$ cat src/rtl/credential_entry.sv
// credential_entry: keypad entry of a 4-digit account number (<= 4095) and a PIN digit,
// handshaking with an authentication stage and enforcing retry lockout.
module credential_entry #(
    parameter int TIMEOUT_CYCLES = 1000,
    parameter int MAX_TRIES      = 3,
    parameter int LOCK_CYCLES    = 5000
) (
    input  logic        clk,
    input  logic        rst,
    input  logic        key_valid,
    input  logic [3:0]  key_code,
    input  logic        auth_valid,
    input  logic        auth_ok,
    input  logic        logout,
    output logic [11:0] acc_number,
    output logic [3:0]  pin,
    output logic        cred_valid,
    output logic        session_active,
    output logic        entry_err,
    output logic        locked,
    output logic [1:0]  tries
);
    localparam int TW = $clog2(TIMEOUT_CYCLES + 1);
    localparam int LW = $clog2(LOCK_CYCLES + 1);

    typedef enum logic [2:0] {IDLE, ACC, PIN, WAIT_RESULT, SESSION, LOCKED} state_e;

    state_e        state_q, state_d;
    logic [13:0]   acc_q, acc_d;
    logic [1:0]    cnt_q, cnt_d;
    logic [11:0]   accn_q, accn_d;
    logic [3:0]    pin_q, pin_d;
    logic          pin_seen_q, pin_seen_d;
    logic [1:0]    tries_q, tries_d;
    logic          cred_q, cred_d;
    logic          err_q, err_d;
    logic [TW-1:0] timer_q, timer_d;
    logic [LW-1:0] lock_q, lock_d;

    logic        is_digit, is_clr, is_ent, in_tmo, key_acc, tmo_evt, lock_done, fail_lock;
    logic [13:0] acc_next;

    assign is_digit  = key_valid && key_code <= 4'd9;
    assign is_clr    = key_valid && key_code == 4'd10;
    assign is_ent    = key_valid && key_code == 4'd11;
    assign in_tmo    = state_q == ACC || state_q == PIN || state_q == WAIT_RESULT;
    assign key_acc   = (state_q == ACC || state_q == PIN) && key_valid && key_code <= 4'd11;
    // a key or an auth result landing on the timeout cycle wins over the timeout
    assign tmo_evt   = in_tmo && timer_q == TW'(TIMEOUT_CYCLES - 1) && !key_acc
                       && !(state_q == WAIT_RESULT && auth_valid);
    assign lock_done = lock_q == LW'(LOCK_CYCLES - 1);
    assign fail_lock = int'(tries_q) + 1 >= MAX_TRIES;
    assign acc_next  = acc_q * 14'd10 + 14'(key_code);

    always_ff @(posedge clk) begin
        if (rst) begin
            state_q    <= IDLE;
            acc_q      <= '0;
            cnt_q      <= '0;
            accn_q     <= '0;
            pin_q      <= '0;
            pin_seen_q <= 1'b0;
            tries_q    <= '0;
            cred_q     <= 1'b0;
            err_q      <= 1'b0;
            timer_q    <= '0;
            lock_q     <= '0;
        end else begin
            state_q    <= state_d;
            acc_q      <= acc_d;
            cnt_q      <= cnt_d;
            accn_q     <= accn_d;
            pin_q      <= pin_d;
            pin_seen_q <= pin_seen_d;
            tries_q    <= tries_d;
            cred_q     <= cred_d;
            err_q      <= err_d;
            timer_q    <= timer_d;
            lock_q     <= lock_d;
        end
    end

    always_comb begin
        state_d = state_q;
        case (state_q)
            IDLE:        state_d = is_digit ? ACC : IDLE;
            ACC:         if (is_clr || is_ent) state_d = IDLE;
                         else if (is_digit && cnt_q == 2'd3) state_d = acc_next <= 14'd4095 ? PIN : IDLE;
            PIN:         if (is_clr) state_d = IDLE;
                         else if (is_ent && pin_seen_q) state_d = WAIT_RESULT;
            WAIT_RESULT: if (auth_valid) state_d = auth_ok ? SESSION : (fail_lock ? LOCKED : IDLE);
            SESSION:     if (logout) state_d = IDLE;
            LOCKED:      if (lock_done) state_d = IDLE;
            default:     state_d = IDLE;
        endcase
        if (tmo_evt) state_d = IDLE;
    end

    always_comb begin
        acc_d      = acc_q;
        cnt_d      = cnt_q;
        accn_d     = accn_q;
        pin_d      = pin_q;
        pin_seen_d = pin_seen_q;
        tries_d    = tries_q;
        cred_d     = 1'b0;
        err_d      = tmo_evt;
        timer_d    = (state_d != state_q || key_acc || !in_tmo) ? '0 : timer_q + 1'b1;
        lock_d     = (state_q == LOCKED && state_d == LOCKED) ? lock_q + 1'b1 : '0;
        case (state_q)
            IDLE: if (is_digit) begin
                acc_d = 14'(key_code);
                cnt_d = 2'd1;
            end
            ACC: if (is_ent) err_d = 1'b1;
            else if (is_digit && cnt_q == 2'd3) begin
                err_d  = acc_next > 14'd4095;
                accn_d = acc_next[11:0];
                acc_d  = '0;
                cnt_d  = '0;
            end else if (is_digit) begin
                acc_d = acc_next;
                cnt_d = cnt_q + 2'd1;
            end
            PIN: if (is_digit) begin
                pin_d      = key_code;
                pin_seen_d = 1'b1;
            end else if (is_ent) begin
                cred_d = pin_seen_q;
                err_d  = !pin_seen_q;
            end
            WAIT_RESULT: if (auth_valid) tries_d = auth_ok ? 2'd0 : tries_q + 2'd1;
            LOCKED: if (lock_done) tries_d = 2'd0;
            default: ;
        endcase
        // credentials never survive a return to IDLE or entry into lockout
        if (state_d == IDLE || state_d == LOCKED) begin
            acc_d      = '0;
            cnt_d      = '0;
            accn_d     = '0;
            pin_d      = '0;
            pin_seen_d = 1'b0;
        end
    end

    assign acc_number     = accn_q;
    assign pin            = pin_q;
    assign cred_valid     = cred_q;
    assign entry_err      = err_q;
    assign session_active = state_q == SESSION;
    assign locked         = state_q == LOCKED;
    assign tries          = tries_q;
endmodule
$ cat config.mk
export PLATFORM = sky130hd
export DESIGN_NAME = credential_entry
export DESIGN_NICKNAME = d
export VERILOG_FILES = /design/src/rtl/credential_entry.sv
export SDC_FILE = /design/constraint.sdc
export NUM_CORES = 1
export LEC_CHECK = 0
export BUFFER_PORTS_ARGS = -buffer_cell sky130_fd_sc_hd__buf_2
export CORE_AREA = 2 2 80 101
export DETAILED_ROUTE_END_ITERATION = 16
export DIE_AREA = 0 0 82 103
export PLACE_DENSITY = 0.67
export SLEW_MARGIN = 10
export SYNTH_ARGS = -nofsm -noshare
export SYNTH_HDL_FRONTEND = slang
export SYNTH_SLANG_ARGS = --single-unit
export TNS_END_PERCENT = 50
$ cat constraint.sdc
create_clock -name clk -period 3.6 [get_ports clk]
set_clock_uncertainty 0.1 [all_clocks]
set_input_delay 0.54 -clock clk [delete_from_list [all_inputs] [get_ports clk]]
set_output_delay 0.54 -clock clk [all_outputs]
set_load 0.02 [all_outputs]
# After elaboration in Yosys (flattened, before gate mapping)
# Cells that the tools add are included.
# totals
regBits	63
input_bits	10
out_inout_bits	22
wordCells	109
# classes
addsub	6
mul	1
n_lt_le_gt_ge	5
eq_ne	17
n_mux	32
bitwise_logic	3
n_reduce_logical	34
# ops
op	count
$mux 14	4
$mux 3	10
$pmux 14 s2	1
$pmux 3 s6	1
$mux 2	8
$add 14x4->14	1
$gt 14x12->1 const B	1
$le 14x12->1 const B	1
$mul 14x3->13 const B	1
$add 13x1->13 const B	1
$eq 13x13->1 const B	1
$logic_and 1x1->1	12
$add 10x1->10 const B	1
$eq 10x10->1 const B	1
$eq 3x3->1 const B	3
$eq 4x4->1 const B	2
$le 4x4->1 const B	2
$pmux 2 s2	2
$eq 3x2->1 const B	2
$logic_not 3->1	2
$logic_or 1x1->1	6
$ne 2x2->1 const B	3
$reduce_and 3->1	2
$reduce_or 2->1	3
16 further kinds	27

# Longest topological paths before layout
# Gate-level depths: netlist (run 1).
# depth
ltp_word	12
depth_mapped	12
mapped_depth_nobuf	11

# Worst setup path before layout (run 1)
# No wires, ideal clock.
# synth_path
path_type	flip-flop to flip-flop
from	reg acc_q[1]
to	reg acc_q[5]
setup_ns	0.117
t_arrival_ns	3.144
t_required_ns	3.383
slack_ns	0.239
path_stages_with_launch	13
n_path_buf	1
synth_period_minus_slack_ns	3.361
path_cell_list	dfxtp_1 > ha_1 > ha_1 > fa_1 > a211o_1 > a2111o_1 > o311ai_2 > nand3_4 > o211a_1 > nor4_1 > nand3b_4 > buf_4 > nor2_1
# synth_between
elab_chain_len	11
elab_cells_between_ends	16
classes_between	add/sub: 1; mul: 1; order compare: 1; eq/ne: 1; mux: 9; reduce/logical: 3
# synth_lines
item	line	rtl
from (decl)	29	logic [13:0] acc_q, acc_d;
from (signal assigned)	58	acc_q <= '0;
from (signal assigned)	70	acc_q <= acc_d;
$mul 14x3->13 *	53	assign acc_next = acc_q * 14'd10 + 14'(key_code);
$add 14x4->14 *	53	
$le 14x12->1	88	else if (is_digit && cnt_q == 2'd3) state_d = acc_next <= 14'd4095 ? PIN : IDLE;
$mux 2	88	
$mux 3	88	
$mux 3	87	ACC: if (is_clr || is_ent) state_d = IDLE;
$pmux 3 s6	85	case (state_q)
$mux 3	96	if (tmo_evt) state_d = IDLE;
$eq 3x3->1 / $logic_not 3->1 (equally long branches)	137	if (state_d == IDLE || state_d == LOCKED) begin
$logic_or 1x1->1	137	
$reduce_or 2->1 (no source line)	n/a	
# Mark *: on every way between the ends. The rest lies on a longest branch, timed or not. The select of a mux whose other input is x is not followed.
# A chain may end at the register's enable or synchronous reset.

# Worst setup path in the final report (run 1)
# layout_path
from	reg acc_q[1]
to	reg acc_q[2]
# The elaborated chain is that of the path after synthesis.

==> results of run 1 <==
[cell families after synthesis]
logic type | share of synthesized area [%]
AOI/OAI and AO/OA | 15.2
xor gates and xnor gates | 8.15
adders and majority gates | 10.3
buffers and inverters | 2.91
DFF | 34.0
muxes | 2.77
and+or+nand+nor | 26.6
[cells in the final DEF (no fill, tap or decap), types with 4 or more instances in the layout]
| cell | count |
|---|---|
| nor2_1 | 84 |
| dfxtp_1 | 60 |
| buf_2 | 31 |
| nand2_1 | 26 |
| ha_1 | 25 |
| a21oi_1 | 23 |
| nand3_1 | 21 |
| xor2_1 | 19 |
| xnor2_1 | 15 |
| inv_1 | 12 |
| nor3_1 | 12 |
| clkbuf_8 | 11 |
| buf_4 | 10 |
| a22oi_1 | 9 |
| and3_1 | 9 |
| mux2i_1 | 9 |
| o21ai_0 | 7 |
| nor3b_1 | 5 |
| a21o_1 | 5 |
| nor3_2 | 5 |
| nor2b_1 | 4 |
| nand4b_1 | 4 |
| nand3b_4 | 4 |
[per-layer routing]
| layer | GRT usage, % | up-vias |
|---|---|---|
| met5 | 0 | - |
| met4 | 6.92 | 0 |
| met3 | 4.29 | 14 |
| met2 | 39.4 | 58 |
| met1 | 24.1 | 1508 |
| li1 | - | 1610 |
[final cells by class]
class / count / area [sq um] / share of cell area, %
repair buffers: 41 / 230 / 5.37
inverters: 12 / 45.0 / 1.05
well taps: 95 / 119 / 2.77
multi-input cells: 343 / 2450 / 57.2
clock inverters: 3 / 45.0 / 1.05
clock buffers: 11 / 151 / 3.53
flip-flops and latches: 62 / 1240 / 29.0
[how the worst min path moves through the flow]
stage,startpoint,to,slack [ns],cells past startpoint
floorplan,lock_q[0],lock_q[0],0.33,1
global placement,timer_q[0],timer_q[0],0.34,1
detailed placement,timer_q[0],timer_q[0],0.35,1
CTS,pin_seen_q,pin_seen_q,0.37,2
global route,lock_q[0],lock_q[0],0.38,1
finish,pin_seen_q,pin_seen_q,0.37,2
[metrics by stage]
stage,util (%),setup WS (ns),cell area [sq um],instances
detailed placement,51.6,-0.0377,3900,545
floorplan,-,0.239,3650,426
finish,56.7,0.174,4290,567
global route,56.7,-0.0304,4290,567
CTS,55.2,0.0228,4180,562
global placement,51.6,0.0541,3900,545
[report_power, final]
part | switching [mW] | internal [mW]
logic | 0.0681 | 0.0339
registers | 0.00582 | 0.690
clock network | 0.263 | 0.349
[sequential cells by signal, indices dropped and copies added (netlist names)]
signal and flops:
acc_q 13, state_q 3, tries 2, acc_number 12
lock_q 13, cnt_q 2, pin 4, entry_err 1
timer_q 10, cred_valid 1, pin_seen_q 1
[synthesized netlist by cell type (all sizes together) (12+ instances only)]
cell type | instances | area (sq um)
inv | 12 | 45.0
ha | 27 | 338
a21oi | 23 | 115
xnor2 | 15 | 131
nor2 | 85 | 322
xor2 | 19 | 166
dfxtp | 62 | 1240
nand3 | 22 | 123
nand2 | 26 | 97.6
nor3 | 17 | 100
[critical path: stages (launching register included)]
cell,delay [ns]
dfxtp_2,0.34
ha_4,0.24
ha_4,0.17
fa_2,0.54
nand2_1,0.07
or2_4,0.25
nor4_4,0.32
buf_4,0.17
nand2_1,0.06
o211a_1,0.29
nor4_4,0.37
nand3b_4,0.30
nor2_1,0.08
[what timing repair did]
action,in CTS,in global routing
hold buffers,0,0
resized for setup,6,13
buffers inserted,0,5
endpoints found under the setup margin,32,32
pin swaps,1,12
cloned,3,0
==> results_dict.tcl, run 1 <==
set metrics [dict create \
    rows 36 \
    crit_path_end_kind "flip-flop" \
    top_layer "met4" \
    dpl.hpwl_mm 6.06 \
    ctsRootBufferMaster "clkbuf_8" \
    clock.fmax_ghz 0.292 \
    ys_ff_latch 62 \
    finalCritPeriodShare_pct 95.2 \
    areaGrowthSynthToFinish_pct 17.4 \
    rr_endpoint "acc_q[2]" \
    finalSetupTns_ns 0 \
    n_fill_cell 720 \
    arrival_ns 3.55 \
    avgSynthCellArea_sq_um 8.57 \
    slew_headroom_pct 32.2 \
    critical_path_peak_fanout 8 \
    whs_ns 0.366 \
    drc_errors 0 \
    initial_core_util_pct 48.3 \
    worstSetupPathType "flip-flop to flip-flop" \
    synth.cell_area_sq_mm 0.00365 \
    viasPerCell 5.63 \
    fin_nets 508 \
    yosysWarnings 0 \
    synth-edff-count 0 \
    irDropWorstVdd_mv 0.282 \
    tritoncts "built" \
    reg2reg_slack_ns 0.17 \
    antenna_left 0 \
    core-area_sq_mm 0.00757 \
    cts-htree-levels 3 \
    io_pins 32 \
    clkSinkCount 62 \
    grt_pass1_vias 3094 \
    dieWidth_um 82 \
    worstHoldPathType "flip-flop to flip-flop" \
    drt_iter0_markers 101 \
    p_total_mw 1.41 \
    setup_violations 0 \
    critPathLaunchType "flip-flop" \
    grt_start_max_net_pins 20 \
    drt_first_pass_iters 4 \
    wl_met3_um 289 \
    p_leak_nw 1.82 \
    routabilityCongestion 0.819 \
    rr_startpoint "acc_q[1]" \
    drive_gt1_share_pct 18.2 \
    crit_start "acc_q[1]" \
    period_needed_ns 3.43 \
    port_buffers 31 \
    synthFlopType "dfxtp_1" \
    max_cap_viol_count 0 \
    synthArstFlopShare_pct 0 \
    postSynthCellCount 426 \
    grt_overflow 0 \
    grt_pass1_wl_mm 14.0 \
    drt-met1-wl_mm 3.63 \
    n_antenna_cell 0 \
    endpoint "acc_q[2]" \
    worst_pin_slew_ns 1.00 \
    fp.dieH_um 103 \
    vias 3190 \
    drv_slew 0 \
    routed_wl_mm 8.52 \
    hold_viol 0 \
    grtUsageTotal_pct 21.3 \
    syn_nets 465 \
    met2_length_mm 4.48 \
    wl_per_cell_um 15.0 \
    clkTransAtPathRegs_ns 0.06 \
    antenna_found_initial 0 \
    numCtsBuffers 9 \
    dieArea_sq_mm 0.00845 \
    status "complete, no violations" \
    synth.distinct_cells 63 \
    r2r_cells 12 \
    p_per_area_mw_per_mm2 329 \
    clockBufferDepth 2 \
    ys_seq_area_share_pct 34.0 \
    clkLatencyLatePin_ns 0.34 \
    worstPathRequired_ns 3.73 \
]
Note: power is estimated with default switching activity, not from simulation.
==> run 2: changes to the inputs <==
==> constraint.sdc (replaced) <==
create_clock -name clk -period 3.8 [get_ports clk]
set_clock_uncertainty 0.1 [all_clocks]
set_input_delay 0.19 -clock clk [delete_from_list [all_inputs] [get_ports clk]]
set_output_delay 0.19 -clock clk [all_outputs]
set_load 0.02 [all_outputs]
==> run 2 against run 1 <==
Compared with the run above:
- routed wire length fell by 6.4%
- utilization fell by 1.9 points
- global-route usage fell by 0.56 points
- critical endpoint is now acc_number[5]
- clock-buffer cell count rose by 2
- combinational power fell by 15%
- non-clock buffer count fell by 5
- total power fell by 5.3%
- fmax fell by 4.5%
- worst hold slack got worse by 0.34 ns
- critical path depth did not move
- final cell count fell by 1.1%
- first-iteration DRC count rose by 50%
==> results_dict.tcl, run 2 (synthesized netlist as in run 1, its figures left out) <==
set metrics [dict create \
    status "complete, no violations" \
    dpl.hpwl_mm 6.11 \
    layout_commonest_cell "nor2_1" \
    cp_slowest_cell "fa_1" \
    wl_per_cell_um 14.2 \
    critical_path_peak_fanout 12 \
    setup_violations 0 \
    place_area_sq_mm 0.00392 \
    grt_pass1_vias 3027 \
    n_antenna_cell 0 \
    core-area_sq_mm 0.00757 \
    port_buffers 31 \
    drc_errors 0 \
    clock.fmax_ghz 0.279 \
    antenna_found_initial 0 \
    antenna_left 0 \
    worstSetupPathType "flip-flop to flip-flop" \
    layout_common_cells "nor2_1 (84), dfxtp_1 (61), buf_2 (31), ha_1 (27), nand2_1 (26)" \
    drive_gt1_share_pct 15.2 \
    cts-htree-levels 3 \
    areaGrowthSynthToFinish_pct 13.4 \
    hold_viol 0 \
    fin_util_pct 54.7 \
    worstHoldPathType "input pin to flip-flop" \
    irDropWorstVdd_mv 0.203 \
    rows 36 \
    dieArea_sq_mm 0.00845 \
    clkSinkCount 62 \
    ctsHoldBuffers 0 \
    grt_pass1_wl_mm 13.7 \
    tritoncts "built" \
    crit_path_end_kind "flip-flop" \
    fp.dieH_um 103 \
    p_per_area_mw_per_mm2 322 \
    ctsRootBufferMaster "clkbuf_8" \
    drt_first_pass_iters 4 \
    routed_wl_mm 7.97 \
    arrival_ns 3.72 \
    period_needed_ns 3.59 \
    grt_start_max_net_pins 21 \
    clkLatencyLatePin_ns 0.34 \
    initial_core_util_pct 48.3 \
    grtUsageTotal_pct 20.8 \
    vias 3113 \
    dieWidth_um 82 \
    whs_ns 0.0259 \
    final_cell_area_sq_mm 0.00414 \
    drv_slew 0 \
    drt_iter0_markers 151 \
    grt_overflow 0 \
    max_cap_viol_count 0 \
    p_leak_nw 1.75 \
    pre_cts_slack_ns 0.174 \
    fin_nets 500 \
    p_total_mw 1.34 \
    clkTransAtPathRegs_ns 0.07 \
    routabilityCongestion 0.831 \
    slew_headroom_pct 43.1 \
    clockBufferDepth 2 \
    critPathLaunchType "flip-flop" \
    worst_slack_ns 0.212 \
    worstPathCellList "ha_1 > ha_1 > fa_1 > a211o_1 > a2111o_1 > o311ai_2 > nand3_4 > o211a_1 > nor4_2 > nand3b_4 > buf_6 > nor3_1" \
    numCtsBuffers 9 \
    viasPerCell 5.55 \
    worst_pin_slew_ns 0.853 \
    cp_slowest_stage_delay_ns 0.42 \
    io_pins 32 \
    worstPathRequired_ns 3.94 \
    post-cts-setup-buffers 0 \
    finalCritPeriodShare_pct 94.4 \
    cts-resized-gates 0 \
    crit_path_frequent_cell "ha_1" \
]
run 2: changes by cell type in the layout (fill, tap and decap cells not counted), sizes merged:
cell | previous run | this run
clkbuf | 11 | 13
nand3b | 4 | 1
clkinv | 0 | 1
buf | 41 | 36
clkinvlp | 2 | 1
run 2: critical path, delay by kind of cell (launching register included):
family | cells | cell delay (ns)
buf+inv | 1 | 0.16
compound gates | 4 | 1.19
fa+ha+maj | 3 | 0.95
flops | 1 | 0.34
simple gates | 4 | 0.73
run 2: through the flow:
stage                     std cells  TNS, ns
after global placement          545        0
after floorplan                 426        0
after global routing            561   -0.217
after detailed placement        545        0
final                           561        0
after CTS                       561        0
run 2: report_power, final:
group          internal, mW  switching, mW
Combinational        0.0325         0.0547
Clock                 0.338          0.251
Sequential            0.653        0.00549
Total                  1.02          0.312
run 2: path summary, 6_finish.rpt:
path	from	endpoint	slack [ns]	cells after the start
max	acc_q[1]	acc_number[5]	0.21	12
min reg2reg	lock_q[0]	lock_q[0]	0.36	1
min	key_code[0]	acc_number[0]	0.03	3
max reg2reg	acc_q[1]	acc_number[5]	0.21	12
run 2: area by class of cell:
type,instances,area [sq um]
Clock buffer,13,159
Clock inverter,3,42.5
Fill cell,729,3420
Inverter,12,45.0
Multi-Input combinational cell,340,2330
Sequential cell,62,1240
Tap cell,95,119
Timing Repair Buffer,36,209
run 2: per-layer routing:
metal | wire [um] | up-vias | global-route usage, %
met2 | 4110 | 46 | 36.5
met5 | 0 | - | 0
met1 | 3490 | 1470 | 24.0
met4 | 140 | 0 | 8.85
li1 | - | 1585 | -
met3 | 228 | 12 | 4.55
==> run 3: changes to the inputs <==
--- a/config.mk
+++ b/config.mk
@@ -9,6 +9,7 @@
 export CORE_AREA = 2 2 80 101
 export DETAILED_ROUTE_END_ITERATION = 16
 export DIE_AREA = 0 0 82 103
+export GPL_TIMING_DRIVEN = 0
 export PLACE_DENSITY = 0.67
 export SLEW_MARGIN = 10
 export SYNTH_ARGS = -nofsm -noshare
==> run 3 against run 2 <==
Compared with the run above:
- worst setup slack got worse by 0.051 ns
- combinational power rose by 2.8%
- clock-buffer cell count fell by 1
- global-route usage is 0.64 points higher
- critical path depth unchanged
- non-clock buffer count up 6
- routed wire length rose by 4.3%
- clock power decreased by 14%
- final cell count grew 1.1%
- flip-flop and latch count unchanged
- sequential power about the same
- largest cell class unchanged
==> results_dict.tcl, run 3 (synthesized netlist as in run 1, its figures left out) <==
set metrics [dict create \
    dpl.cell_count 551 \
    worstPathBufferInverterCount 1 \
    layout_common_cells "nor2_1 (84), dfxtp_1 (61), buf_2 (31), ha_1 (27), nand2_1 (26)" \
    ctsRootBufferMaster "clkbuf_8" \
    clkSinkCount 62 \
    routed_wl_mm 8.31 \
    core-area_sq_mm 0.00757 \
    rows 36 \
    period_needed_ns 3.64 \
    crit_family "compound AO/OA/AOI/OAI gates" \
    irDropWorstVdd_mv 0.246 \
    n_fill_cell 732 \
    viasPerCell 5.56 \
    io_pins 32 \
    ff_latch_area_sq_mm 0.00124 \
    antenna_left 0 \
    cp_slowest_cell "fa_1" \
    final_cells 567 \
    multi_input_area_sq_mm 0.00232 \
    drc_errors 0 \
    worstPathCellList "ha_1 > ha_1 > fa_1 > a211o_1 > a2111o_1 > o311ai_2 > nand3_4 > o211a_1 > nor4_2 > nand3b_4 > buf_4 > nor2_1" \
    p_leak_nw 1.72 \
    initial_core_util_pct 48.3 \
    finalSetupTns_ns 0 \
    clock.fmax_ghz 0.275 \
    endpoint "acc_number[6]" \
    hold_viol 0 \
    fp.dieH_um 103 \
    worstHoldPathType "input pin to flip-flop" \
    dpl.hpwl_mm 6.37 \
    rsz0062_at_grt "false" \
    vias 3152 \
    layout_commonest_cell "nor2_1" \
    critPathLaunchType "flip-flop" \
    worstPathRequired_ns 3.94 \
    drt_first_pass_iters 4 \
    dieArea_sq_mm 0.00845 \
    antenna_found_initial 0 \
    ctsHoldBuffers 0 \
    wl_per_cell_um 14.7 \
    n_antenna_cell 0 \
    reg2reg_slack_ns 0.16 \
    setup_violations 0 \
    tritoncts "built" \
    slew_headroom_pct 47.2 \
    rr_startpoint "acc_q[1]" \
    crit_path_frequent_cell "ha_1" \
    grt_overflow 0 \
    hold_start "key_code[0]" \
    drive_gt1_share_pct 14.6 \
    cts-htree-levels 3 \
    rr_endpoint "acc_number[6]" \
    finalCritPeriodShare_pct 95.8 \
    max_cap_viol_count 0 \
    grt_start_max_net_pins 11 \
    crit_path_end_kind "flip-flop" \
    critical_path_peak_fanout 10 \
    crit_start "acc_q[1]" \
    numCtsBuffers 9 \
    drv_slew 0 \
    worstSetupPathType "flip-flop to flip-flop" \
    grt_pass1_wl_mm 13.9 \
    grtUsageTotal_pct 21.4 \
    worst-path-stages 12 \
    arrival_ns 3.78 \
    worst_pin_slew_ns 0.791 \
    grt_pass1_vias 3044 \
    fin_nets 506 \
    drt_iter0_markers 103 \
    cp_slowest_stage_delay_ns 0.43 \
    routabilityCongestion 0.919 \
    clockBufferDepth 2 \
    p_per_area_mw_per_mm2 305 \
    dieWidth_um 82 \
    clkTransAtPathRegs_ns 0.07 \
    areaGrowthSynthToFinish_pct 12.3 \
    r2r_cells 12 \
    port_buffers 30 \
    status "complete, no violations" \
    clkLatencyLatePin_ns 0.35 \
]
[run 3: cell count changes in the layout (fill, tap and decap cells not counted)]
| cell | previous run | this run |
|---|---|---|
| clkbuf_1 | 2 | 10 |
| clkinv_2 | 1 | 3 |
| buf_12 | 1 | 0 |
| buf_4 | 3 | 2 |
| bufinv_16 | 1 | 0 |
| clkbuf_8 | 11 | 10 |
| nor4b_2 | 0 | 1 |
| nor4b_4 | 1 | 0 |
[run 3: through the flow]
stage	hold slack [ns]	power (mW)	instance area [sq um]	util [%]	setup slack, ns
4_1_cts	0.000937	1.27	4090	54.0	0.0743
5_1_grt	0.0243	1.31	4100	54.2	0.0137
6_report	0.0155	1.25	4100	54.2	0.161
3_3_place_gp	0.343	0.758	3920	51.8	0.183
3_5_place_dp	0.351	0.760	3920	51.8	0.103
2_1_floorplan	0.234	0.732	3650	-	0.439
[run 3: per-layer routing]
layer	routed length (um)	global-route usage, %	up-vias
met1	3750	25.2	1501
met5	0	0	-
met3	254	4.64	11
met2	4160	37.0	43
li1	-	-	1597
met4	144	9.36	0
[run 3: timing repair]
action | 4_1_cts | 5_1_grt
buffers inserted | 0 | 0
endpoints found under the setup margin | 0 | 30
resized for setup | 0 | 3
[run 3: final cells by class]
cell class	count	share of cell area [%]
flip-flops and latches	62	30.3
clock inverters	4	0.549
well taps	95	2.90
clock buffers	12	3.54
multi-input cells	340	56.5
inverters	12	1.10
plain buffers	12	1.49
repair buffers	30	3.66
[run 3: worst min path at each step]
| stage | to | slack (ns) | cells after the start |
|---|---|---|---|
| after floorplan | pin[1] | 0.23 | 2 |
| after global placement | lock_q[0] | 0.34 | 1 |
| after detailed placement | timer_q[0] | 0.35 | 1 |
| after CTS | acc_number[0] | 0.0009 | 3 |
| after global routing | acc_number[0] | 0.02 | 3 |
| final | acc_number[0] | 0.02 | 3 |
[run 3: report_power, final]
part / switching, mW / internal (mW) / total, mW
logic: 0.0588 / 0.0309 / 0.0896
registers: 0.00312 / 0.653 / 0.656
clock network: 0.256 / 0.251 / 0.507
total: 0.318 / 0.935 / 1.25
[run 3: tightest hold or removal path, delay by kind of cell]
family                 cells  cell delay (ns)
buffers and inverters      1             0.10
and+or+nand+nor            1             0.07
muxes                      1             0.06
